`src/rtl/kmap_pkg.sv`:
```
// Shared types and constants for the truth-table sweeper.
// Holds state encoding, default sizing and lab expected tables.
package kmap_pkg;

   typedef enum logic [1:0] {
      IDLE,
      APPLY,
      DONE
   } state_t;

   localparam int DEF_N_IN   = 4;
   localparam int DEF_SETTLE = 2;
   localparam int NUM_VEC    = 2 ** DEF_N_IN;

   // Wide enough for the largest legal settle time (15).
   localparam int CNT_W = 4;

   localparam logic [NUM_VEC-1:0] EXP_DEFAULT = 16'h0000;
   localparam logic [15:0]        EXP_LAB1    = 16'hB3C5;
   localparam logic [3:0]         EXP_XOR2    = 4'b0110;

endpackage

```
`src/rtl/settle_timer.sv`:
```
// Hold-time counter for one applied vector.
// Ticks on the cycle whose closing edge samples the response.
module settle_timer
   import kmap_pkg::*;
#(
   parameter int SETTLE = DEF_SETTLE,
   parameter int W      = CNT_W
) (
   input  logic clk,
   input  logic rst_n,
   input  logic clr,
   output logic tick
);

   localparam logic [W-1:0] LIM = W'(SETTLE);
   localparam logic [W-1:0] ONE = {{(W-1){1'b0}}, 1'b1};

   logic [W-1:0] cnt;

   assign tick = (cnt == LIM);

   always_ff @(posedge clk) begin
      if (!rst_n) begin
         cnt <= '0;
      end else if (clr) begin
         cnt <= '0;
      end else begin
         cnt <= cnt + ONE;
      end
   end

endmodule

```
`src/rtl/truth_table_sweeper.sv`:
```
// Exhaustive input sweeper: applies every vector, captures the response
// bit into a minterm vector and scores it against the expected table.
module truth_table_sweeper
   import kmap_pkg::*;
#(
   parameter int                  N_IN     = DEF_N_IN,
   parameter int                  SETTLE   = DEF_SETTLE,
   parameter logic [2**N_IN-1:0]  EXPECTED = EXP_DEFAULT
) (
   input  logic                 clk,
   input  logic                 rst_n,
   input  logic                 start,
   input  logic                 f_in,
   output logic [N_IN-1:0]      x_out,
   output logic                 busy,
   output logic                 done,
   output logic [2**N_IN-1:0]   minterms,
   output logic [N_IN:0]        mismatch_cnt,
   output logic                 pass
);

   localparam int              NV   = 2 ** N_IN;
   localparam logic [N_IN-1:0] LAST = '1;
   localparam logic [N_IN-1:0] STEP = {{(N_IN-1){1'b0}}, 1'b1};

   state_t            state;
   state_t            state_nxt;
   logic [N_IN-1:0]   x_nxt;
   logic [NV-1:0]     min_nxt;
   logic [N_IN:0]     mm_nxt;
   logic              pass_nxt;
   logic              tick;
   logic              clr;
   logic              miss;

   settle_timer #(
      .SETTLE (SETTLE),
      .W      (CNT_W)
   ) u_timer (
      .clk   (clk),
      .rst_n (rst_n),
      .clr   (clr),
      .tick  (tick)
   );

   assign miss = (f_in != EXPECTED[x_out]);
   assign busy = (state == APPLY);
   assign done = (state == DONE);

   always_comb begin
      state_nxt = state;
      x_nxt     = x_out;
      min_nxt   = minterms;
      mm_nxt    = mismatch_cnt;
      pass_nxt  = pass;
      clr       = 1'b1;
      unique case (state)
         IDLE, DONE: begin
            // A new sweep wipes the previous result in the same edge.
            if (start) begin
               state_nxt = APPLY;
               x_nxt     = '0;
               min_nxt   = '0;
               mm_nxt    = '0;
               pass_nxt  = 1'b0;
            end
         end
         APPLY: begin
            clr = tick;
            if (tick) begin
               min_nxt[x_out] = f_in;
               mm_nxt = mismatch_cnt + {{N_IN{1'b0}}, miss};
               if (x_out == LAST) begin
                  state_nxt = DONE;
                  pass_nxt  = (mm_nxt == '0);
               end else begin
                  x_nxt = x_out + STEP;
               end
            end
         end
         default: begin
            state_nxt = IDLE;
         end
      endcase
   end

   always_ff @(posedge clk) begin
      if (!rst_n) begin
         state        <= IDLE;
         x_out        <= '0;
         minterms     <= '0;
         mismatch_cnt <= '0;
         pass         <= 1'b0;
      end else begin
         state        <= state_nxt;
         x_out        <= x_nxt;
         minterms     <= min_nxt;
         mismatch_cnt <= mm_nxt;
         pass         <= pass_nxt;
      end
   end

endmodule

```
`config.mk`:
```
export PLATFORM = sky130hd
export DESIGN_NAME = truth_table_sweeper
export DESIGN_NICKNAME = d
export VERILOG_FILES = /design/src/rtl/kmap_pkg.sv /design/src/rtl/settle_timer.sv /design/src/rtl/truth_table_sweeper.sv
export SDC_FILE = /design/constraint.sdc
export NUM_CORES = 1
export LEC_CHECK = 0
export ABC_CLOCK_PERIOD_IN_PS = 3000
export CAP_MARGIN = 20
export CORE_UTILIZATION = 55
export CTS_CLUSTER_SIZE = 20
export DETAILED_ROUTE_END_ITERATION = 16
export PLACE_DENSITY = 0.91
export SYNTH_ARGS = -nofsm -noshare
export SYNTH_HDL_FRONTEND = slang
export SYNTH_SLANG_ARGS = --single-unit
```
`constraint.sdc`:
```
create_clock -name clk -period 3 [get_ports clk]
set_input_delay 0.9 -clock clk [delete_from_list [all_inputs] [get_ports clk]]
set_output_delay 0.9 -clock clk [all_outputs]
set_load 0.005 [all_outputs]
```
# Yosys cells after proc, flatten, opt, wreduce, memory -nomap -nowiden

Memories as Yosys holds them, arrays and structs flattened. A register that Yosys moved wholly into a read port is not among the register bits.
Cells that the tools add are included.

Magnitude comparators: 2
Bitwise logic cells: 1
Multiplexer cells: 25
Add/subtract/negate cells: 3
Equality and inequality tests: 9
Reductions and logical operators: 10

Operator list:

| operator                                                           | number |
|---|---|
| 2-to-1 mux 16 bit                                                  | 2 |
| one-hot mux 16 bit (2 select lines)                                | 1 |
| 2-to-1 mux 4 bit                                                   | 5 |
| bitwise mux 16 bit                                                 | 1 |
| 2-to-1 mux 5 bit                                                   | 2 |
| one-hot mux 5 bit (2 select lines)                                 | 1 |
| adder 4 x 1 -> 4 bit (second input constant)                       | 2 |
| one-hot mux 4 bit (2 select lines)                                 | 1 |
| AND reduction 4 bit                                                | 2 |
| 2-to-1 mux 1 bit                                                   | 6 |
| 2-to-1 mux 2 bit                                                   | 3 |
| AND reduction 3 bit                                                | 2 |
| adder 5 x 1 -> 5 bit                                               | 1 |
| logical NOT 5 bit                                                  | 1 |
| < comparator 4 x 5 -> 1 bit (second input constant)                | 1 |
| demux 1 bit (select 4 bit)                                         | 1 |
| == test 4 x 2 -> 1 bit (second input constant)                     | 1 |
| == test 4 bit (second input constant)                              | 1 |
| greater-or-equal comparator 4 x 1 -> 1 bit (second input constant) | 1 |
| inequality test 2 x 1 -> 1 bit (second input constant)             | 2 |
| inequality test 2 bit (second input constant)                      | 2 |
| one-hot mux 2 bit (2 select lines)                                 | 1 |
| OR reduction 2 bit                                                 | 2 |
| == test 2 x 1 -> 1 bit (second input constant)                     | 1 |
| other kinds (7)                                                    | 7 |

ROM bits: 16
Bits of input ports: 4
Output and inout port bits: 28
Register bits after elaboration: 32
Word-level logic and storage cells: 57
Memories: 1

Memory list:

| name            | words | bits a word | rd ports | clocked after memory_dff | write ports | RTL line                  | source |
|---|---|---|---|---|---|---|---|
| (no name shown) | 16    | 1           | 1        | 1                        | 0           | truth_table_sweeper.sv:46 | `assign miss = (f_in != EXPECTED[x_out]);` |

# Depth between registers and ports, before layout

Gate-level depths: netlist of the first run.

Depth after elaboration: 8
Depth in mapped cells: 8

# Cells and area by module

From an unflattened synthesis of the first run, not the netlist that was laid out.

Cells, all modules: 193
Area total of the unflattened synthesis: 1661.6 um2

By module, submodules not included:

| module              | cells an instance | times used | area each (um2) | sequential area each (um2) |
|---|---|---|---|---|
| truth_table_sweeper | 176               | 1          | 1486.4          | 560.5 |
| settle_timer        | 17                | 1          | 175.2           | 80.1 |

# Worst setup path before layout of the first run

Ideal clock, no wire load.

Path kind: input port to flip-flop
Start: in f_in
End: reg mismatch_cnt[4]
Slack: 1086 ps
Buffers on the path: 0
Library setup time: 115 ps
Arrival time: 1799 ps
Cell stages on the path: 6
Required time: 2885 ps
Cells stage by stage: ha_1 > ha_1 > nand3_1 > xor2_1 > o2bb2ai_1 > and2_1

Longest elaborated chain between the ends: 4

Ends and longest elaborated chain:

| element                            | RTL line                  | source |
|---|---|---|
| from (decl)                        | truth_table_sweeper.sv:13 | `input logic f_in,` |
| inequality test 1 bit              | truth_table_sweeper.sv:46 |  |
| adder 5 x 1 -> 5 bit               | truth_table_sweeper.sv:72 | `mm_nxt = mismatch_cnt + {{N_IN{1'b0}}, miss};` |
| 2-to-1 mux 5 bit                   | truth_table_sweeper.sv:70 | `if (tick) begin` |
| one-hot mux 5 bit (2 select lines) | truth_table_sweeper.sv:57 | `unique case (state)` |
| to (signal assigned)               | truth_table_sweeper.sv:98 | `mismatch_cnt <= mm_nxt;` |
| to (decl)                          | truth_table_sweeper.sv:18 | `output logic [N_IN:0] mismatch_cnt,` |

Every way passes these cells. The select of a mux whose other input is x is not followed.
A chain may end at the register's enable or synchronous reset.

# Final worst setup path of the first run

Start: reg state[0]
End: out busy

Longest elaborated chain between the ends: 1

Ends and longest elaborated chain:

| element                | RTL line                  | source |
|---|---|---|
| from (decl)            | truth_table_sweeper.sv:26 | `state_t state;` |
| from (signal assigned) | truth_table_sweeper.sv:95 | `state <= state_nxt;` |
| == test 2 x 1 -> 1 bit | truth_table_sweeper.sv:47 | `assign busy = (state == APPLY);` |
| to (decl)              | truth_table_sweeper.sv:15 | `output logic busy,` |

Every way passes these cells.

==> qor.yml, run 1 <==
cts:
  cts_sinks: 32
  ctsResizeCount: 0
  clkSlewWorstSetupHoldPaths_ps: 100
  cts_made_buffers: 5
  cts-hold-fix-buffers: 0
  htreeDepth: 2
  cts_tree: "done"
  post_cts_buffers: 0
  cts.path.max_buffers: 2
  clkLatencyLatePin_ps: 340
  root_buffer: "clkbuf_4"
synthesis:
  ys_ff_latch: 32
  syn-num-nets: 202
  synth_cell_types: 39
  yosysWarnings: 0
  synth_edf_count: 0
  postSynthCellCount: 190
  synth-main-ff-cell: "dfxtp_1"
  postSynthAreaPerCell_sq_um: 8.614
  netlist_area_sq_mm: 0.001637
  synthArstFlopShare_pct: 0
  seq_area_frac_synth_pct: 39.14
cells_and_area:
  multi_input_area_sq_um: 898.4
  layout-drive-gt1-share_pct: 7.944
  regArea_sq_um: 640.6
  fill_cells: 229
  nNetsFinal: 225
  syn2layout_area_growth_pct: 20.72
  diodes: 0
  final_cells: 245
setup_path:
  max_stage_delay_ps: 520
  arrival_ps: 1660
  worst-path-max-fanout: 21
  critPathLaunchType: "register"
  worst_path_max_delay_cell: "clkdlybuf4s50_1"
  critical_path_class: "register to primary output"
  reg2reg_slack_ps: 980
  path_cells: "nand2b_4, inv_2, clkdlybuf4s50_1"
  required_ps: 2100
  cp-end-kind: "primary output"
sta:
  slew_headroom_pct: 36.97
  post-route-period-util_pct: 85.21
  max_freq_mhz: 391.2
  worst_pin_slew_ps: 940.0
  fin_crit_ps: 2556
  clock_skew_ps: 6.708
  slew_violations: 0
  rsz0062_at_grt: "false"
  final.setup.tns_ps: 0
  setup_viol: 0
  finalHoldViolCount: 0
  setup_slack_ps: 443.8
power:
  pwr-share-clk_pct: 34.9
  internal_power_uw: 563.8
  vdd_ir_drop_max_mv: 0.3345
  power.density_mw_per_mm2: 386.3
  p_leak_nw: 0.6838
  p_seq_share_pct: 56.6
  swShare_pct: 26.12
  combPwrFrac_pct: 8.6
  p_sw_uw: 199.4
global_routing:
  grt_pass1_wl_um: 6506
  grt_pass1_vias: 1445
  grtUsageTotal_pct: 26.34
  grt_antenna_before_repair: 0
  overflow: 0
  grt_max_degree: 27
placement:
  numPortBuffers: 31
  place_ws_ps: 259.2
  gp_congestion: 0.8155
  numPlacedInstances: 237
  hpwl_um: 2684
die:
  die_w_um: 56.55
  fp.dieArea_sq_mm: 0.003198
  num_rows: 19
  initial_core_util_pct: 58.84
  ios: 32
  die_h_um: 56.55
  core-area_sq_mm: 0.002781
detailed_routing:
  firstDrtPassIters: 4
  wirelength_um: 3781
  viasPerCell: 6.167
  ant_nets: 0
  drc: 0
  dr.first_iter.drc_count: 76
  avgRoutedWirePerCell_um: 15.43
  vias: 1511
min_path:
  worstHoldPathType: "register to register"
outcome:
  status: "finished, final reports clean"
job:
  drv_cap: 0
[through the flow]
step	cell area [sq um]	power [mW]	hold slack, ps	util [%]
floorplan	1637	0.4887	429.7	-
global placement	1914	0.5016	442.6	68.83
detailed placement	1914	0.5063	461.2	68.83
CTS	1976	0.7643	482.8	71.03
global route	1976	0.7969	499.5	71.03
finish	1976	0.7632	474.8	71.03
[power by group through the flow]
stage	Combinational (mW)	Clock [mW]	Sequential [mW]
after CTS	0.0650	0.268	0.432
final	0.0654	0.266	0.432
after floorplan	0.0482	0	0.440
after detailed placement	0.0648	0	0.442
after global routing	0.0722	0.292	0.432
after global placement	0.0608	0	0.441
[cells by family after synthesis]
| group | count (synthesis) | synth area share, % |
|---|---|---|
| xor+xnor | 5 | 2.676 |
| flops | 32 | 39.14 |
| simple gates | 55 | 19.73 |
| fa+ha+maj | 8 | 6.116 |
| buf+inv | 21 | 5.962 |
| compound gates | 69 | 26.38 |
[cells in the final DEF (no fill, tap or decap), drive strengths merged, types with 5 or more instances in the layout]
cell,n
nor2b,6
nor2,9
a21boi,23
clkbuf,6
nand3,23
inv,5
dfxtp,32
clkdlybuf4s50,31
ha,8
a21oi,17
o21ai,22
[critical path: cells and delay by family (launching register included)]
family	cells	cell delay, ps
flops	1	430
simple gates	1	180
buf+inv	2	700
[synth_stat cells (all sizes together) (2+ instances only)]
| library cell | number | share of area [%] |
|---|---|---|
| nand2 | 3 | 0.69 |
| nand3 | 23 | 7.0 |
| xnor2 | 2 | 1.1 |
| o2bb2ai | 2 | 1.1 |
| and2 | 3 | 1.1 |
| and3 | 2 | 0.84 |
| a21oi | 17 | 5.2 |
| a22oi | 3 | 1.4 |
| nor2b | 6 | 2.3 |
| o21ai | 22 | 7.0 |
| ha | 8 | 6.1 |
| xor2 | 3 | 1.6 |
| nand2b | 2 | 1.7 |
| inv | 5 | 1.1 |
| buf | 5 | 2.0 |
| clkbuf | 11 | 2.8 |
| a21boi | 23 | 11 |
| dfxtp | 32 | 39 |
| nor2 | 9 | 2.1 |
[per-layer routing]
metal  vias to the layer above  global-route usage, %  part of all wire (%)
met5                         -                      0                     0
met4                         0                  12.20                   2.4
met3                        13                  7.373                   6.7
met2                        63                  42.35                    49
met1                       715                  32.47                    42
li1                        720                      -                     -
[area by class of cell]
cell class                 instances  area share [%]
clock buffer                       6           2.597
clock inverter                     2          0.5067
inverter                           5          0.9500
multi-input combinational        137           45.47
sequential                        32           32.43
tap                               31           1.963
timing repair buffer              32           16.09
[worst paths after layout]
| check | cells past startpoint | to | startpoint |
|---|---|---|---|
| max | 3 | busy | state[0] |
| min | 1 | u_timer.cnt[0] | u_timer.cnt[0] |
| max reg2reg | 5 | minterms[14] | state[1] |
| min reg2reg | 1 | u_timer.cnt[0] | u_timer.cnt[0] |
[registers in the layout, summed over array words and instances, names as in the netlist]
signal        count
minterms         16
u_timer.cnt       4
state             2
x_out             4
mismatch_cnt      5
pass              1
Power figures use the tool's default switching activity.
==> run 2: changes to the inputs <==
Settings changed: CAP_MARGIN 20 to default, RECOVER_POWER from default to 25.
==> run 2 against run 1 <==
Effect of this change:
- final cell count stayed put
- clock power about the same
- worst setup slack hardly changed
==> qor.yml, run 2 (synthesized netlist as in run 1, its figures left out) <==
outcome:
  status: "finished, final reports clean"  # unchanged
global_routing:
  grt.busiest_layer: "met2"  # unchanged
  met3_usage_pct: 7.373  # unchanged
  gr-usage-met1_pct: 32.47  # unchanged
  grtUsageTotal_pct: 26.34  # unchanged
  grt_pass1_wl_um: 6506  # unchanged
  grt_pass1_vias: 1445  # unchanged
  use_met2_pct: 42.35  # unchanged
  grt_antenna_before_repair: 0  # unchanged
  overflow: 0  # unchanged
  grt_max_degree: 27  # unchanged
cells_and_area:
  nNetsFinal: 225  # unchanged
  regMostFlops: "minterms"  # unchanged
  diodes: 0  # unchanged
  final_cells: 245  # unchanged
  layout_common_cells: "dfxtp_1 (32), nand3_1 (23), clkdlybuf4s50_1 (22), o21ai_0 (21)"  # was dfxtp_1 (32), clkdlybuf4s50_1 (31), nand3_1 (23), o21ai_0 (21)
  fill_cells: 230  # was 229
  largest_register_ffs: 16  # unchanged
  syn2layout_area_growth_pct: 20.57  # was 20.72%
  largestRegisters: "minterms (16), mismatch_cnt (5)"  # unchanged
  final_common_cell: "dfxtp_1"  # unchanged
  layout-drive-gt1-share_pct: 7.477  # was 7.944%
setup_path:
  reg2reg_slack_ps: 930  # was 980 ps
  reg2reg_to: "minterms[14]"  # unchanged
  cp-end-kind: "primary output"  # unchanged
  critPathLaunchType: "register"  # unchanged
  r2r_cells: 5  # unchanged
  path_cells: "nand2b_4, inv_2, clkdlybuf4s50_1"  # unchanged
  worst-path-max-fanout: 21  # unchanged
  arrival_ps: 1660  # about the same
  critical_path_class: "register to primary output"  # unchanged
  worst_path_max_delay_cell: "clkdlybuf4s50_1"  # unchanged
  required_ps: 2100  # about the same
  max_stage_delay_ps: 520  # about the same
  timing.rr.start: "state[1]"  # unchanged
cts:
  clkSlewWorstSetupHoldPaths_ps: 100  # about the same
  cts_sinks: 32  # unchanged
  cts_made_buffers: 5  # unchanged
  cts-hold-fix-buffers: 0  # unchanged
  cts_tree: "done"  # unchanged
  ctsResizeCount: 0  # unchanged
  post_cts_buffers: 0  # unchanged
  root_buffer: "clkbuf_4"  # unchanged
  cts.path.max_buffers: 2  # unchanged
  htreeDepth: 2  # unchanged
  clkLatencyLatePin_ps: 340  # about the same
detailed_routing:
  avgRoutedWirePerCell_um: 15.49  # was 15.43 um
  dr.first_iter.drc_count: 74  # was 76
  ant_nets: 0  # unchanged
  wirelength_um: 3795  # was 3781 um
  drc: 0  # unchanged
  vias: 1518  # was 1,511
  firstDrtPassIters: 4  # unchanged
  viasPerCell: 6.196  # was 6.167
sta:
  whs_ps: 474.1  # was 474.8 ps
  setup_viol: 0  # unchanged
  slew_violations: 0  # unchanged
  worst_pin_slew_ps: 955.0  # was 940.0 ps
  final.setup.tns_ps: 0  # unchanged
  slew_headroom_pct: 35.96  # was 36.97%
  max_freq_mhz: 391.2  # about the same
  rsz0062_at_grt: "false"  # unchanged
  post-route-period-util_pct: 85.20  # was 85.21%
  fin_crit_ps: 2556  # about the same
  finalHoldViolCount: 0  # unchanged
  clock_skew_ps: 5.337  # was 6.708 ps
placement:
  numPlacedInstances: 237  # unchanged
  gp_congestion: 0.8155  # unchanged
  numPortBuffers: 31  # unchanged
  hpwl_um: 2684  # unchanged
min_path:
  worstHoldPathType: "register to register"  # unchanged
  min_path_cells: 1  # unchanged
  holdCritStartpoint: "u_timer.cnt[0]"  # unchanged
  worstHoldEndpoint: "u_timer.cnt[0]"  # unchanged
power:
  p_leak_nw: 0.7096  # was 0.6838 nW
  vdd_ir_drop_max_mv: 0.3345  # about the same
  power.density_mw_per_mm2: 386.2  # was 386.3 mW/mm^2
  finalPower_uw: 762.0  # was 763.2 uW
die:
  ios: 32  # unchanged
  initial_core_util_pct: 58.84  # unchanged
  fp.dieArea_sq_mm: 0.003198  # unchanged
  num_rows: 19  # unchanged
  die_h_um: 56.55  # unchanged
  die_w_um: 56.55  # unchanged
  core-area_sq_mm: 0.002781  # unchanged
job:
  drv_cap: 0  # unchanged
## run 2: cell types whose count changed in the layout (fill, tap and decap cells not counted), sizes merged
| cell | previous run | this run |
|---|---|---|
| clkdlybuf4s50 | 31 | 22 |
| dlygate4sd3 | 0 | 9 |
## run 2: how the worst max path moves through the flow
| stage | to | slack (ps) | start |
|---|---|---|---|
| 2_1_floorplan | mismatch_cnt[4] | 1090 | f_in |
| 3_3_place_gp | minterms[15] | 400 | start |
| 3_5_place_dp | x_out[1] | 260 | start |
| 4_1_cts | busy | 430 | state[0] |
| 5_1_grt | busy | 350 | state[0] |
| 6_report | busy | 440 | state[0] |
## run 2: critical path: cells and delay by family, from the launching register on
family / cells / cell delay [ps]
buffers and inverters: 2 / 700
DFF: 1 / 430
and+or+nand+nor: 1 / 190
## run 2: stage by stage
stage	setup slack, ps	instance area (sq um)	utilization (%)
2_1_floorplan	1086	1637	-
3_3_place_gp	399.8	1914	68.83
3_5_place_dp	259.2	1914	68.83
4_1_cts	434.3	1976	71.03
5_1_grt	346.1	1973	70.94
6_report	444.0	1973	70.94
## run 2: metal layers
layer  vias to the layer above  wire length, um  part of all wire (%)
li1                        722                -                     -
met1                       725             1593                    42
met2                        60             1838                    48
met3                        11              276                   7.3
met4                         0               87                   2.3
met5                         -                0                     0
## run 2: where the power goes
group	internal [mW]	switching [mW]
Sequential	0.428	0.00406
Combinational	0.0244	0.0409
Clock	0.111	0.154
Total	0.563	0.199
## run 2: area by class of cell
| cell class | instances | area, sq um | area share [%] |
|---|---|---|---|
| Clock buffer | 6 | 51.30 | 2.600 |
| Sequential cell | 32 | 640.6 | 32.47 |
| Inverter | 5 | 18.77 | 0.9512 |
| Timing Repair Buffer | 32 | 317.8 | 16.11 |
| Tap cell | 31 | 38.79 | 1.966 |
| Multi-Input combinational cell | 137 | 895.9 | 45.40 |
| Clock inverter | 2 | 10.01 | 0.5073 |
